File: config.mk
export PLATFORM = sky130hd
export DESIGN_NAME = apb_master_ctrl
export DESIGN_NICKNAME = d
export VERILOG_FILES = /design/src/rtl/apb_master_ctrl.sv
export SDC_FILE = /design/constraint.sdc
export NUM_CORES = 1
export LEC_CHECK = 0
export ABC_AREA = 1
export BUFFER_PORTS_ARGS = -buffer_cell sky130_fd_sc_hd__buf_2
export CAP_MARGIN = 5
export CORE_MARGIN = 5
export CORE_UTILIZATION = 51
export DETAILED_ROUTE_END_ITERATION = 10
export PLACE_DENSITY = 0.79
export REMOVE_ABC_BUFFERS = 1
export SETUP_SLACK_MARGIN = 0.15
export SYNTH_ARGS = -nofsm -noshare
export SYNTH_HDL_FRONTEND = slang
export SYNTH_SLANG_ARGS = --single-unit
File: constraint.sdc
create_clock -name pclk -period 2.2 [get_ports pclk]
set_clock_uncertainty 0.15 [all_clocks]
set_input_delay 0.44 -clock pclk [delete_from_list [all_inputs] [get_ports pclk]]
set_output_delay 0.44 -clock pclk [all_outputs]
set_load 0.05 [all_outputs]
File: src/rtl/apb_master_ctrl.sv
// APB initiator: turns single-beat requester commands into SETUP/ACCESS transfers,
// honours pready wait states, reports pslverr and aborts stalled ACCESS phases on timeout.
module apb_master_ctrl #(
  parameter int unsigned TIMEOUT = 256
) (
  input  logic       pclk,
  input  logic       prstn,
  // Command channel: a command transfers on a rising pclk edge where cmd_valid and
  // cmd_ready are both high; the response channel has no ready and is a one-cycle strobe.
  input  logic       cmd_valid,
  output logic       cmd_ready,
  input  logic       cmd_write,
  input  logic [7:0] cmd_addr,
  input  logic [7:0] cmd_wdata,
  output logic       rsp_valid,
  output logic [7:0] rsp_rdata,
  output logic       rsp_err,
  output logic       rsp_timeout,
  output logic       pselx,
  output logic       penable,
  output logic       pwrite,
  output logic [7:0] paddr,
  output logic [7:0] pwdata,
  input  logic [7:0] prdata,
  input  logic       pready,
  input  logic       pslverr,
  output logic [1:0] state_dbg
);

  typedef enum logic [1:0] {
    S_IDLE   = 2'd0,
    S_SETUP  = 2'd1,
    S_ACCESS = 2'd2,
    S_RESP   = 2'd3
  } state_t;

  localparam logic [15:0] TO_LAST = 16'(TIMEOUT - 1);
  localparam logic        TO_EN   = (TIMEOUT != 0);

  state_t      state_q;
  state_t      state_d;
  logic [15:0] wait_cnt_q;
  logic        cmd_fire;
  logic        xfer_done;
  logic        xfer_abort;

  // Completion takes priority over a timeout firing in the same cycle.
  always_comb begin
    cmd_fire   = 1'b0;
    xfer_done  = 1'b0;
    xfer_abort = 1'b0;
    if (state_q == S_IDLE) begin
      cmd_fire = cmd_valid;
    end
    if (state_q == S_ACCESS) begin
      xfer_done  = pready;
      xfer_abort = !pready && TO_EN && (wait_cnt_q == TO_LAST);
    end
  end

  always_ff @(posedge pclk or negedge prstn) begin
    if (!prstn) begin
      state_q <= S_IDLE;
    end else begin
      state_q <= state_d;
    end
  end

  always_comb begin
    state_d = state_q;
    case (state_q)
      S_IDLE:   if (cmd_fire) state_d = S_SETUP;
      S_SETUP:  state_d = S_ACCESS;
      S_ACCESS: if (xfer_done || xfer_abort) state_d = S_RESP;
      S_RESP:   state_d = S_IDLE;
      default:  state_d = S_IDLE;
    endcase
  end

  // Bus strobes decode straight from the state register so an async reset drops them at once.
  always_comb begin
    cmd_ready = 1'b0;
    pselx     = 1'b0;
    penable   = 1'b0;
    rsp_valid = 1'b0;
    state_dbg = state_q;
    case (state_q)
      S_IDLE:   cmd_ready = 1'b1;
      S_SETUP:  pselx     = 1'b1;
      S_ACCESS: begin
        pselx   = 1'b1;
        penable = 1'b1;
      end
      S_RESP:   rsp_valid = 1'b1;
      default:  ;
    endcase
  end

  always_ff @(posedge pclk or negedge prstn) begin
    if (!prstn) begin
      wait_cnt_q <= 16'd0;
    end else if (state_q != S_ACCESS) begin
      wait_cnt_q <= 16'd0;
    end else if (!pready) begin
      wait_cnt_q <= wait_cnt_q + 16'd1;
    end
  end

  always_ff @(posedge pclk or negedge prstn) begin
    if (!prstn) begin
      pwrite <= 1'b0;
      paddr  <= 8'h00;
      pwdata <= 8'h00;
    end else if (cmd_fire) begin
      pwrite <= cmd_write;
      paddr  <= cmd_addr;
      pwdata <= cmd_write ? cmd_wdata : 8'h00;
    end
  end

  always_ff @(posedge pclk or negedge prstn) begin
    if (!prstn) begin
      rsp_rdata   <= 8'h00;
      rsp_err     <= 1'b0;
      rsp_timeout <= 1'b0;
    end else if (xfer_done) begin
      rsp_rdata   <= pwrite ? 8'h00 : prdata;
      rsp_err     <= pslverr;
      rsp_timeout <= 1'b0;
    end else if (xfer_abort) begin
      rsp_rdata   <= 8'h00;
      rsp_err     <= 1'b1;
      rsp_timeout <= 1'b1;
    end
  end

endmodule

Word level (Yosys, flattened, before mapping)
Index checks and enable logic that the tools add are counted.
{"block": "classes", "n_addsub": 1, "n_eq_ne": 8, "mux": 19, "reduce_logical": 7}
{"operator": "$mux W16", "n": 2}
{"operator": "$mux W8", "n": 4}
{"operator": "$add A16 B1 Y16 const B", "n": 1}
{"operator": "$eq A16 B8 Y1 const B", "n": 1}
{"operator": "$mux W1", "n": 10}
{"operator": "$pmux W2 S4", "n": 1}
{"operator": "$eq A2 B2 Y1 const B", "n": 2}
{"operator": "$mux W2", "n": 2}
{"operator": "$ne A2 B1 Y1 const B", "n": 2}
{"operator": "$ne A2 B2 Y1 const B", "n": 2}
{"operator": "$eq A2 B1 Y1 const B", "n": 1}
{"operator": "$logic_not A2 Y1", "n": 1}
{"operator": "$reduce_and A2 Y1", "n": 1}
{"operator": "$reduce_bool A2 Y1", "n": 1}
{"operator": "$reduce_or A2 Y1", "n": 1}
{"operator": "$logic_and A1 B1 Y1", "n": 1}
{"operator": "$logic_not A1 Y1", "n": 1}
{"operator": "$logic_or A1 B1 Y1", "n": 1}
{"block": "word_totals", "regBits": 45, "inputBits": 30, "output_inout_bits": 33, "elab_cells": 43}

Longest topological paths before layout
{"block": "logic_depth", "word_depth": 6, "depth_mapped": 10, "ltp_nobuf": 9}

Worst setup path after synthesis
OpenSTA, ideal clock, no wires.
{"block": "synth_timing", "path_type": "flip-flop to flip-flop", "start": "register state_q[0], in the netlist state_dbg[0]", "end": "register wait_cnt_q[6]", "setup_time_ns": 0.120, "t_arrival_ns": 2.006, "required_time_ns": 1.930, "path_slack_ns": -0.076, "stages_incl_launch_ff": 10, "n_path_buf": 1, "period_less_slack_ns": 2.276, "cell_sequence": "dfrtp_1 > inv_1 > ha_1 > buf_6 > nand2_4 > nand3_1 > o21ai_0 > nand2_1 > o21ai_0 > inv_1"}
{"block": "synth_between", "elab_chain_cells": 2, "word_cells_on_any_way": 3, "classes_between": "eq/ne: 2; mux: 1"}
{"item": "start: declaration", "line": "40", "text": "state_t state_q;"}
{"item": "start signal: assignment", "line": "65", "text": "state_q <= state_d;"}
{"item": "$ne A2 B2 Y1 (*)", "line": "102", "text": "end else if (state_q != S_ACCESS) begin"}
{"item": "$ne A2 B1 Y1 (no source line) or $mux W16 (tied branches)"}
{"item": "end signal: assignment", "line": "105", "text": "wait_cnt_q <= wait_cnt_q + 16'd1;"}
{"item": "end: declaration", "line": "42", "text": "logic [15:0] wait_cnt_q;"}
Every way passes the cells marked *; elsewhere a longest branch is shown, timed or not.
A chain may end at the register's enable or synchronous reset.

Worst setup path after layout
{"block": "layout_timing", "start": "register state_q[0], in the netlist state_dbg[0]", "end": "output penable"}
{"block": "layout_between", "elab_chain_cells": 2}
{"item": "$eq A2 B2 Y1", "line": "87", "text": "case (state_q)"}
{"item": "$mux W1", "line": "87"}
{"item": "end: declaration", "line": "20", "text": "output logic penable,"}
No other way between the ends.

==> results.yml <==
job:
  drv_cap: 0
sta:
  finalHoldViolCount: 0
  hold_slack_ps: 15.1
  slew_violations: 0
  max_freq_mhz: 515
  finalCriticalPeriod_ps: 1940
  timing.slew.headroom: 0.556
  min_period_over_period: 0.883
  tns_ps: 0
  setup_viol: 0
  worstMarginPinSlew_ps: 665
  rsz0062_at_grt: "no"
layout:
  antenna_cells: 0
  fin_util: 0.651
  fin_area_um2: 2610
  layout-drive-gt1-share: 0.234
  fillers: 359
  area_delta_synth_final_pct: 23.2
  final_nets: 370
  fin_cells: 387
clocking:
  cts_buffers: 5
  cts_root_buffer: "clkbuf_8"
  cts_max_level: 2
  cts_hold_buffers: 0
  clkTransAtPathRegs_ps: 80
  clock-sinks: 45
  post_cts_buffers: 0
  cts_max_path_buffers: 2
  cts_tree: "done"
  clk_latency_ps: 300
worst_setup_path:
  crit_start: "state_dbg[0]$_DFFE_PN0P_"
  crit-reg2reg-capture: "wait_cnt_q[14]$_DFFE_PN0N_"
  cp_cell_sequence: "inv_1 -> ha_2 -> buf_4"
  worst-r2r-cell-count: 7
  slowest_delay_ps: 410
  reg2reg_slack_ps: 360
  crit_path_end_kind: "output port"
  cp_top_family: "flip-flops"
  startpoint_type: "flop"
  crit_fanout: 9
  path_class: "flop to output port"
  crit_arrival_ps: 1350
  cp_slowest_cell: "dfrtp_1"
  critPathBufInv: 2
  reg2reg_from: "state_dbg[0]$_DFFE_PN0P_"
  crit_required_ps: 1610
synth:
  yosys_register_bits: 45
  synth_seq_area_share: 0.533
  yosys_warnings: 0
  netlist_area_um2: 2110
  synthTopCellsByArea: "dfrtp_1 (53%), nand2_1 (17%), nand3_1 (6.2%)"
  ys_types: 22
  synth.largest_area_cell: "dfrtp_1"
  synth_cells: 269
  synth_top_area_share: 0.533
  syn_area_per_cell_um2: 7.86
detailed_routing:
  vias_per_cell: 5.05
  drtAntennaViolNets: 0
  avgRoutedWirePerCell_um: 12.4
  vias: 1955
  routed_wl_um: 4800
  first_pass_iters: 4
  initialDrtViolationCount: 79
  drc: 0
global_routing:
  overflow: 0
  grt_pass1_vias: 1955
  grt_max_degree: 31
  grt_use_total: 0.192
  antenna_found_initial: 0
  grt_pass1_wl_um: 8200
worst_hold_path:
  hold_class: "primary input to asynchronous set/reset pin"
place:
  globalplace.congestion: 0.898
  placedCellCount: 379
  dpl.hpwl_um: 3720
  place_area_um2: 2490
  port_buffers: 62
die:
  placementRows: 23
  core_um2: 4000
  io_pins: 63
  die-width_um: 74.4
  start_util: 0.529
  die_h_um: 74.4
  dieArea_um2: 5530
pwr:
  p_leak_nw: 1.44
  ir_drop_v: 0.000965
  powerDensity_nw_per_um2: 1450
outcome:
  status: "completed"
[what timing repair did]
item / CTS / global route
gates resized for setup: 2 / 0
endpoints found under the hold margin: 0 / 0
endpoints found under the setup margin: 1 / 0
[layout by cell type (no fill, tap or decap), drive strengths merged, types with 2 or more instances in the layout]
cell    count
a21oi       7
nor3        2
inv        24
nand4       2
clkbuf      6
o21ai      17
a31oi       3
buf        67
nand2      99
dfrtp      45
nor2       28
nand3      26
clkinv      2
ha          4
[kinds of logic after synthesis]
group / Yosys count / synth area share
AND/OR/NAND/NOR: 160 / 0.313
flip-flops: 45 / 0.533
buffers and inverters: 32 / 0.0615
AO/OA/AOI/OAI: 28 / 0.0692
adder cells (fa/ha/maj): 4 / 0.0237
[layout make-up]
class,count,area [um^2],share of cell area
clock buffers,6,72.6,0.0279
clock inverters,2,38.8,0.0149
inverters,25,93.8,0.0360
multi-input cells,192,861,0.330
flip-flops and latches,45,1130,0.432
well taps,50,62.6,0.0240
repair buffers,67,350,0.134
[Yosys cell counts, drive strengths merged]
cell / instances
nand2: 99
dfrtp: 45
nor2: 28
nand3: 26
inv: 24
o21ai: 17
a21oi: 7
buf: 4
ha: 4
a31oi: 3
clkbuf: 3
nand4: 2
nor3: 2
a211oi: 1
and3: 1
clkinv: 1
nor3b: 1
or2: 1
[per-layer routing]
layer	up-vias	global-route usage	wire length [um]
li1	981	-	-
met1	899	0.223	1970
met2	63	0.324	2350
met3	12	0.0716	384
met4	0	0.0711	86
met5	-	0	0
[per-stage QoR]
stage / worst slack [ps] / total power, mW
final: 258 / 3.78
after global routing: 179 / 3.99
after CTS: 237 / 3.82
after global placement: 388 / 3.14
after floorplan: -330 / 2.68
after detailed placement: 291 / 3.18
[flip-flops by register name, summed over array words and instances (netlist names)]
signal       flops
paddr            8
pwdata           8
pwrite           1
rsp_err          1
rsp_rdata        8
rsp_timeout      1
state_dbg        2
wait_cnt_q      16
[worst max path at each step]
stage | cells past startpoint | slack, ps | end
final | 3 | 260 | penable
after global routing | 3 | 180 | penable
after CTS | 3 | 240 | penable
after floorplan | 7 | -330 | wait_cnt_q[6]$_DFFE_PN0N_
after detailed placement | 8 | 290 | wait_cnt_q[6]$_DFFE_PN0N_
after global placement | 8 | 390 | wait_cnt_q[9]$_DFFE_PN0N_
[where the power goes]
group,switching [mW],internal [mW]
clock network,0.281,0.341
registers,0.139,1.07
logic,1.51,0.447
total,1.93,1.86
Power figures use the tool's default switching activity.
